File: config.mk
export PLATFORM = sky130hd
export DESIGN_NAME = keypad_scanner
export DESIGN_NICKNAME = d
export VERILOG_FILES = /design/src/rtl/calc_pkg.sv /design/src/rtl/sync_2ff.sv /design/src/rtl/keypad_scanner.sv
export SDC_FILE = /design/constraint.sdc
export NUM_CORES = 1
export LEC_CHECK = 0
export ABC_CLOCK_PERIOD_IN_PS = 4800
export BUFFER_PORTS_ARGS = -buffer_cell sky130_fd_sc_hd__clkbuf_2
export CORE_MARGIN = 3
export CORE_UTILIZATION = 35
export DETAILED_ROUTE_END_ITERATION = 8
export PLACE_DENSITY = 0.62
export SYNTH_ARGS = -nofsm -noshare
export SYNTH_HDL_FRONTEND = slang
export SYNTH_SLANG_ARGS = --single-unit
File: constraint.sdc
create_clock -name clock -period 4.8 [get_ports clock]
set_clock_uncertainty 0.05 [all_clocks]
set_input_delay 0.96 -clock clock [delete_from_list [all_inputs] [get_ports clock]]
set_output_delay 0.96 -clock clock [all_outputs]
set_load 0.005 [all_outputs]
File: src/rtl/calc_pkg.sv
// Shared calculator definitions: operator codes, key classes, scanner FSM states
// and the keypad row/column decode used by the scanner and by control benches.
package calc_pkg;

    localparam logic [1:0] OP_ADD = 2'b00;
    localparam logic [1:0] OP_SUB = 2'b01;
    localparam logic [1:0] OP_MUL = 2'b10;
    localparam logic [1:0] OP_DIV = 2'b11;

    typedef enum logic [1:0] {
        KeyDigit,
        KeyOper,
        KeyBksp,
        KeyEquals
    } key_class_e;

    typedef enum logic [1:0] {
        StScan,
        StPressDb,
        StEmit,
        StReleaseDb
    } scan_state_e;

    // For KeyOper, value[1:0] carries the operator code.
    typedef struct packed {
        key_class_e cls;
        logic [3:0] value;
    } key_t;

    // Index of the lowest-numbered low (pressed) row; 0 when none is low.
    function automatic logic [1:0] lowest_low_row(input logic [3:0] rows);
        logic [1:0] idx;
        idx = 2'd0;
        for (int i = 3; i >= 0; i--) begin
            if (!rows[i]) idx = 2'(i);
        end
        return idx;
    endfunction

    // Layout: r0 = 1 2 3 A, r1 = 4 5 6 B, r2 = 7 8 9 C, r3 = * 0 # D.
    function automatic key_t decode_key(input logic [1:0] r, input logic [1:0] c);
        key_t k;
        k.cls   = KeyDigit;
        k.value = 4'd0;
        if (c == 2'd3) begin
            k.cls   = KeyOper;
            k.value = {2'b00, r};
        end else if (r == 2'd3) begin
            unique case (c)
                2'd0:    k.cls   = KeyBksp;
                2'd1:    k.value = 4'd0;
                default: k.cls   = KeyEquals;
            endcase
        end else begin
            k.value = ({2'b00, r} * 4'd3) + {2'b00, c} + 4'd1;
        end
        return k;
    endfunction

endpackage

File: src/rtl/sync_2ff.sv
// Two-flop synchroniser for asynchronous level inputs, parameterised in width.
module sync_2ff #(
    parameter int unsigned      Width      = 1,
    parameter logic [Width-1:0] ResetValue = '0
) (
    input  logic             clock,
    input  logic             reset,
    input  logic [Width-1:0] d,
    output logic [Width-1:0] q
);

    logic [Width-1:0] meta_q;
    logic [Width-1:0] sync_q;

    always_ff @(posedge clock) begin
        if (reset) begin
            meta_q <= ResetValue;
            sync_q <= ResetValue;
        end else begin
            meta_q <= d;
            sync_q <= meta_q;
        end
    end

    assign q = sync_q;

endmodule

File: src/rtl/keypad_scanner.sv
// 4x4 active-low keypad scanner: column rotation, press/release debounce and
// single-cycle key event strobes for the calculator control stage.
module keypad_scanner
    import calc_pkg::*;
#(
    parameter int unsigned SCAN_DIV        = 1000,
    parameter int unsigned DEBOUNCE_CYCLES = 50000
) (
    input  logic       clock,
    input  logic       reset,
    input  logic [3:0] row,
    output logic [3:0] col,
    output logic       dig_in,
    output logic       bksp_in,
    output logic       op_in,
    output logic       eq_in,
    output logic [3:0] digit,
    output logic [1:0] op_code
);

    localparam int unsigned      SlotW    = $clog2(SCAN_DIV);
    localparam int unsigned      DbW      = $clog2(DEBOUNCE_CYCLES);
    localparam logic [SlotW-1:0] SlotLast = SlotW'(SCAN_DIV - 1);
    localparam logic [DbW-1:0]   DbLast   = DbW'(DEBOUNCE_CYCLES - 1);

    logic [3:0] row_s;

    sync_2ff #(
        .Width      (4),
        .ResetValue (4'hF)
    ) u_row_sync (
        .clock (clock),
        .reset (reset),
        .d     (row),
        .q     (row_s)
    );

    scan_state_e      state_q, state_d;
    logic [1:0]       col_idx_q, col_idx_d;
    logic [SlotW-1:0] slot_q, slot_d;
    logic [DbW-1:0]   db_q, db_d;
    logic [3:0]       row_lat_q, row_lat_d;
    logic             dig_q, dig_d, bksp_q, bksp_d, op_q, op_d, eq_q, eq_d;
    logic [3:0]       digit_q, digit_d;
    logic [1:0]       op_code_q, op_code_d;
    key_t             key;

    // col_idx_q stays frozen outside StScan, so it doubles as the latched column.
    assign key = decode_key(lowest_low_row(row_lat_q), col_idx_q);

    always_comb begin
        state_d   = state_q;
        col_idx_d = col_idx_q;
        slot_d    = slot_q;
        db_d      = db_q;
        row_lat_d = row_lat_q;
        digit_d   = digit_q;
        op_code_d = op_code_q;
        dig_d     = 1'b0;
        bksp_d    = 1'b0;
        op_d      = 1'b0;
        eq_d      = 1'b0;

        unique case (state_q)
            StScan: begin
                if (slot_q == SlotLast) begin
                    slot_d = '0;
                    if (row_s != 4'hF) begin
                        row_lat_d = row_s;
                        db_d      = '0;
                        state_d   = StPressDb;
                    end else begin
                        col_idx_d = col_idx_q + 2'd1;
                    end
                end else begin
                    slot_d = slot_q + 1'b1;
                end
            end
            StPressDb: begin
                if (row_s != row_lat_q) begin
                    db_d      = '0;
                    slot_d    = '0;
                    col_idx_d = col_idx_q + 2'd1;
                    state_d   = StScan;
                end else if (db_q == DbLast) begin
                    // Strobes register on this edge so they are high during StEmit.
                    db_d    = '0;
                    state_d = StEmit;
                    unique case (key.cls)
                        KeyDigit: begin
                            dig_d   = 1'b1;
                            digit_d = key.value;
                        end
                        KeyOper: begin
                            op_d      = 1'b1;
                            op_code_d = key.value[1:0];
                        end
                        KeyBksp: begin
                            dig_d  = 1'b1;
                            bksp_d = 1'b1;
                        end
                        KeyEquals: eq_d = 1'b1;
                    endcase
                end else begin
                    db_d = db_q + 1'b1;
                end
            end
            StEmit: begin
                db_d    = '0;
                state_d = StReleaseDb;
            end
            StReleaseDb: begin
                if (row_s != 4'hF) begin
                    db_d = '0;
                end else if (db_q == DbLast) begin
                    db_d      = '0;
                    slot_d    = '0;
                    col_idx_d = col_idx_q + 2'd1;
                    state_d   = StScan;
                end else begin
                    db_d = db_q + 1'b1;
                end
            end
        endcase
    end

    always_ff @(posedge clock) begin
        if (reset) begin
            state_q   <= StScan;
            col_idx_q <= 2'd0;
            slot_q    <= '0;
            db_q      <= '0;
            row_lat_q <= 4'hF;
            dig_q     <= 1'b0;
            bksp_q    <= 1'b0;
            op_q      <= 1'b0;
            eq_q      <= 1'b0;
            digit_q   <= 4'd0;
            op_code_q <= OP_ADD;
        end else begin
            state_q   <= state_d;
            col_idx_q <= col_idx_d;
            slot_q    <= slot_d;
            db_q      <= db_d;
            row_lat_q <= row_lat_d;
            dig_q     <= dig_d;
            bksp_q    <= bksp_d;
            op_q      <= op_d;
            eq_q      <= eq_d;
            digit_q   <= digit_d;
            op_code_q <= op_code_d;
        end
    end

    assign col     = ~(4'b0001 << col_idx_q);
    assign dig_in  = dig_q;
    assign bksp_in = bksp_q;
    assign op_in   = op_q;
    assign eq_in   = eq_q;
    assign digit   = digit_q;
    assign op_code = op_code_q;

endmodule

==> impl_metrics.json <==
{
  "status": "finished, final reports clean",
  "io_pins": 20,
  "cpPeakStageDelay_ns": 0.72,
  "port_buffers": 19,
  "drc": 0,
  "finalNetCount": 314,
  "drt-total-wl_um": 4904,
  "final_area_um2": 2785,
  "cts_setup_buffers": 0,
  "fillCellCount": 685,
  "fmax_mhz": 339.4,
  "irDropWorstVdd_mv": 0.1629,
  "path_clk_slew_ns": 0.10,
  "cts_hold_buffers": 0,
  "vias_per_cell": 5.094,
  "register_area_um2": 1041,
  "tns_ns": 0,
  "ctsRootBufferMaster": "clkbuf_8",
  "num_vias": 2002,
  "dieWidth_um": 90.81,
  "cts.path.max_buffers": 2,
  "yosysTopAreaCellShare_pct": 41.35,
  "clock_latency_ns": 0.30,
  "core-area_um2": 6869,
  "synth_area_leader_cell": "dfxtp_1",
  "async_flop_share_pct": 0,
  "final_util_pct": 40.55,
  "critPathRequiredTime_ns": 4.98,
  "multiInputGateArea_um2": 1401,
  "critPathLaunchType": "register",
  "n_antenna_cell": 0,
  "grt_pass1_vias": 1868,
  "period_needed_ns": 2.947,
  "grt_pass1_wl_um": 8769,
  "ys_top_cells_by_area": "dfxtp_1 41%, xor2_1 5.2%, ha_1 5.0%",
  "synth_common_cells": "52 x dfxtp_1, 28 x nor2_1, 17 x nand2_1",
  "grt_usage_pct": 12.47,
  "rsz0062_at_grt": "no",
  "hpwl_um": 3440,
  "first_pass_iters": 4,
  "cts_inserted_buffers": 5,
  "overflow": 0,
  "drv_slew": 0,
  "p_per_area_nw_per_um2": 257.2,
  "leakage_uw": 0.001065,
  "drive_gt1_share_pct": 13.47,
  "yosysSeqAreaShare_pct": 41.35,
  "start_util_pct": 36.65,
  "fin_crit_sh_pct": 61.39,
  "fin_hold_ws_ns": 0.3660,
  "synth_edf_count": 0,
  "syn_nets": 300,
  "post-synth-top-count-cell": "dfxtp_1",
  "dieArea_um2": 8246,
  "drtAntennaViolNets": 0,
  "cts.sinks": 52,
  "worst_slew_pin_slew_ns": 1.169,
  "htreeDepth": 2,
  "synth.avg_cell_area_um2": 8.927,
  "crit_slowest_cell": "nor4_1",
  "gp_congestion": 0.7867,
  "critPathKind": "register to register",
  "drtIter0Drc": 107,
  "cts_tree": "yes",
  "worstPathCellList": "or4b_1 > nor4_1 > nand4_1 > or4_1 > a21oi_1",
  "die_h_um": 90.81,
  "worstSetupEndpointType": "register",
  "synth_area_um2": 2517,
  "worstPathArrival_ns": 3.13,
  "cts_resized": 0,
  "hold_violations": 0,
  "dpl-instance-area_um2": 2695,
  "hp-class": "register to register",
  "rows": 30,
  "synth_flop_cell": "dfxtp_1",
  "finalSetupViolations": 0,
  "synth.distinct_cells": 47,
  "area_growth_syn_to_layout_pct": 10.64,
  "path_max_fanout": 8,
  "grt_max_degree": 32,
  "max_cap_violations": 0,
  "yosys_warnings": 0,
  "ys_ff_latch": 52,
  "grt_antenna_before_repair": 0,
  "max_slew_margin_pct": 21.19,
  "synthCells": 282,
  "routedWlPerCell_um": 12.48
}
==> cells in the final DEF, fill, tap and decap left out, types with 5 or more instances in the layout <==
master    count
or2_2         9
and3_1        5
a21oi_1      12
dfxtp_1      52
clkbuf_8      5
nand3_1      10
inv_1        10
nand4_1      13
o21ai_0      10
clkbuf_2     19
ha_1         10
xor2_1       15
nor3_1        9
nor2_1       28
mux2i_1       9
or4_1         5
nand2_1      17
==> through the flow <==
stage          cells  total power (µW)  worst slack [ns]
2_1_floorplan    282             467.1             2.234
3_3_place_gp     385             474.3             1.939
3_5_place_dp     385             474.2             1.917
4_1_cts          393             727.0             1.928
5_1_grt          393             747.8             1.637
6_report         393             716.2             1.853
==> critical path: cells and delay by family (launching register included) <==
kind,cells,cell delay [ns]
flip-flops,1,0.37
AND/OR/NAND/NOR,4,2.31
AO/OA/AOI/OAI,1,0.14
==> sequential cells by signal (all words and copies together), names as in the netlist, 2 cells and up, named ones only <==
name / cells
db_q: 16
slot_q: 10
digit: 4
row_lat_q: 4
u_row_sync.meta_q: 4
u_row_sync.q: 4
col_idx_q: 2
op_code: 2
==> layer usage <==
layer | GRT usage (%) | vias up | part of all wire, %
li1 | - | 1048 | -
met2 | 19.15 | 29 | 43
met4 | 3.015 | 0 | 0.43
met5 | 0 | - | 0
met1 | 17.88 | 923 | 53
met3 | 2.583 | 2 | 3.4
==> worst paths after layout <==
check | cells past startpoint | from | end | slack, ns
max reg2reg | 5 | db_q[5]$_SDFFE_PP0P_ | digit[2]$_SDFFE_PP0P_ | 1.85
min reg2reg | 1 | u_row_sync.meta_q[2]$_SDFF_PP1_ | u_row_sync.q[2]$_SDFF_PP1_ | 0.37
max | 5 | db_q[5]$_SDFFE_PP0P_ | digit[2]$_SDFFE_PP0P_ | 1.85
min | 1 | u_row_sync.meta_q[2]$_SDFF_PP1_ | u_row_sync.q[2]$_SDFF_PP1_ | 0.37
==> power by group <==
part           switching [µW]  total [µW]  internal, µW
combinational            14.5        23.9          9.37
sequential               3.48         440           436
clock                     149         252           104
==> cell type report <==
type	instances	share of cell area (%)
clock buffer	5	2.471
clock inverter	3	0.7637
inverter	10	1.348
multi-input combinational	208	50.31
sequential	52	37.38
tap	96	4.313
timing repair buffer	19	3.414
==> kinds of logic (layout without fill, tap and decap cells) <==
kind of cell / count (synthesis) / in the layout / synth area share, %
mux: 11 / 11 / 4.473
simple gates: 118 / 118 / 25.05
fa+ha+maj: 12 / 12 / 6.561
xor+xnor: 18 / 18 / 6.263
flops: 52 / 52 / 41.35
compound gates: 49 / 49 / 13.02
buf+inv: 22 / 37 / 3.280
No activity file was read; power rests on OpenSTA's default activity.
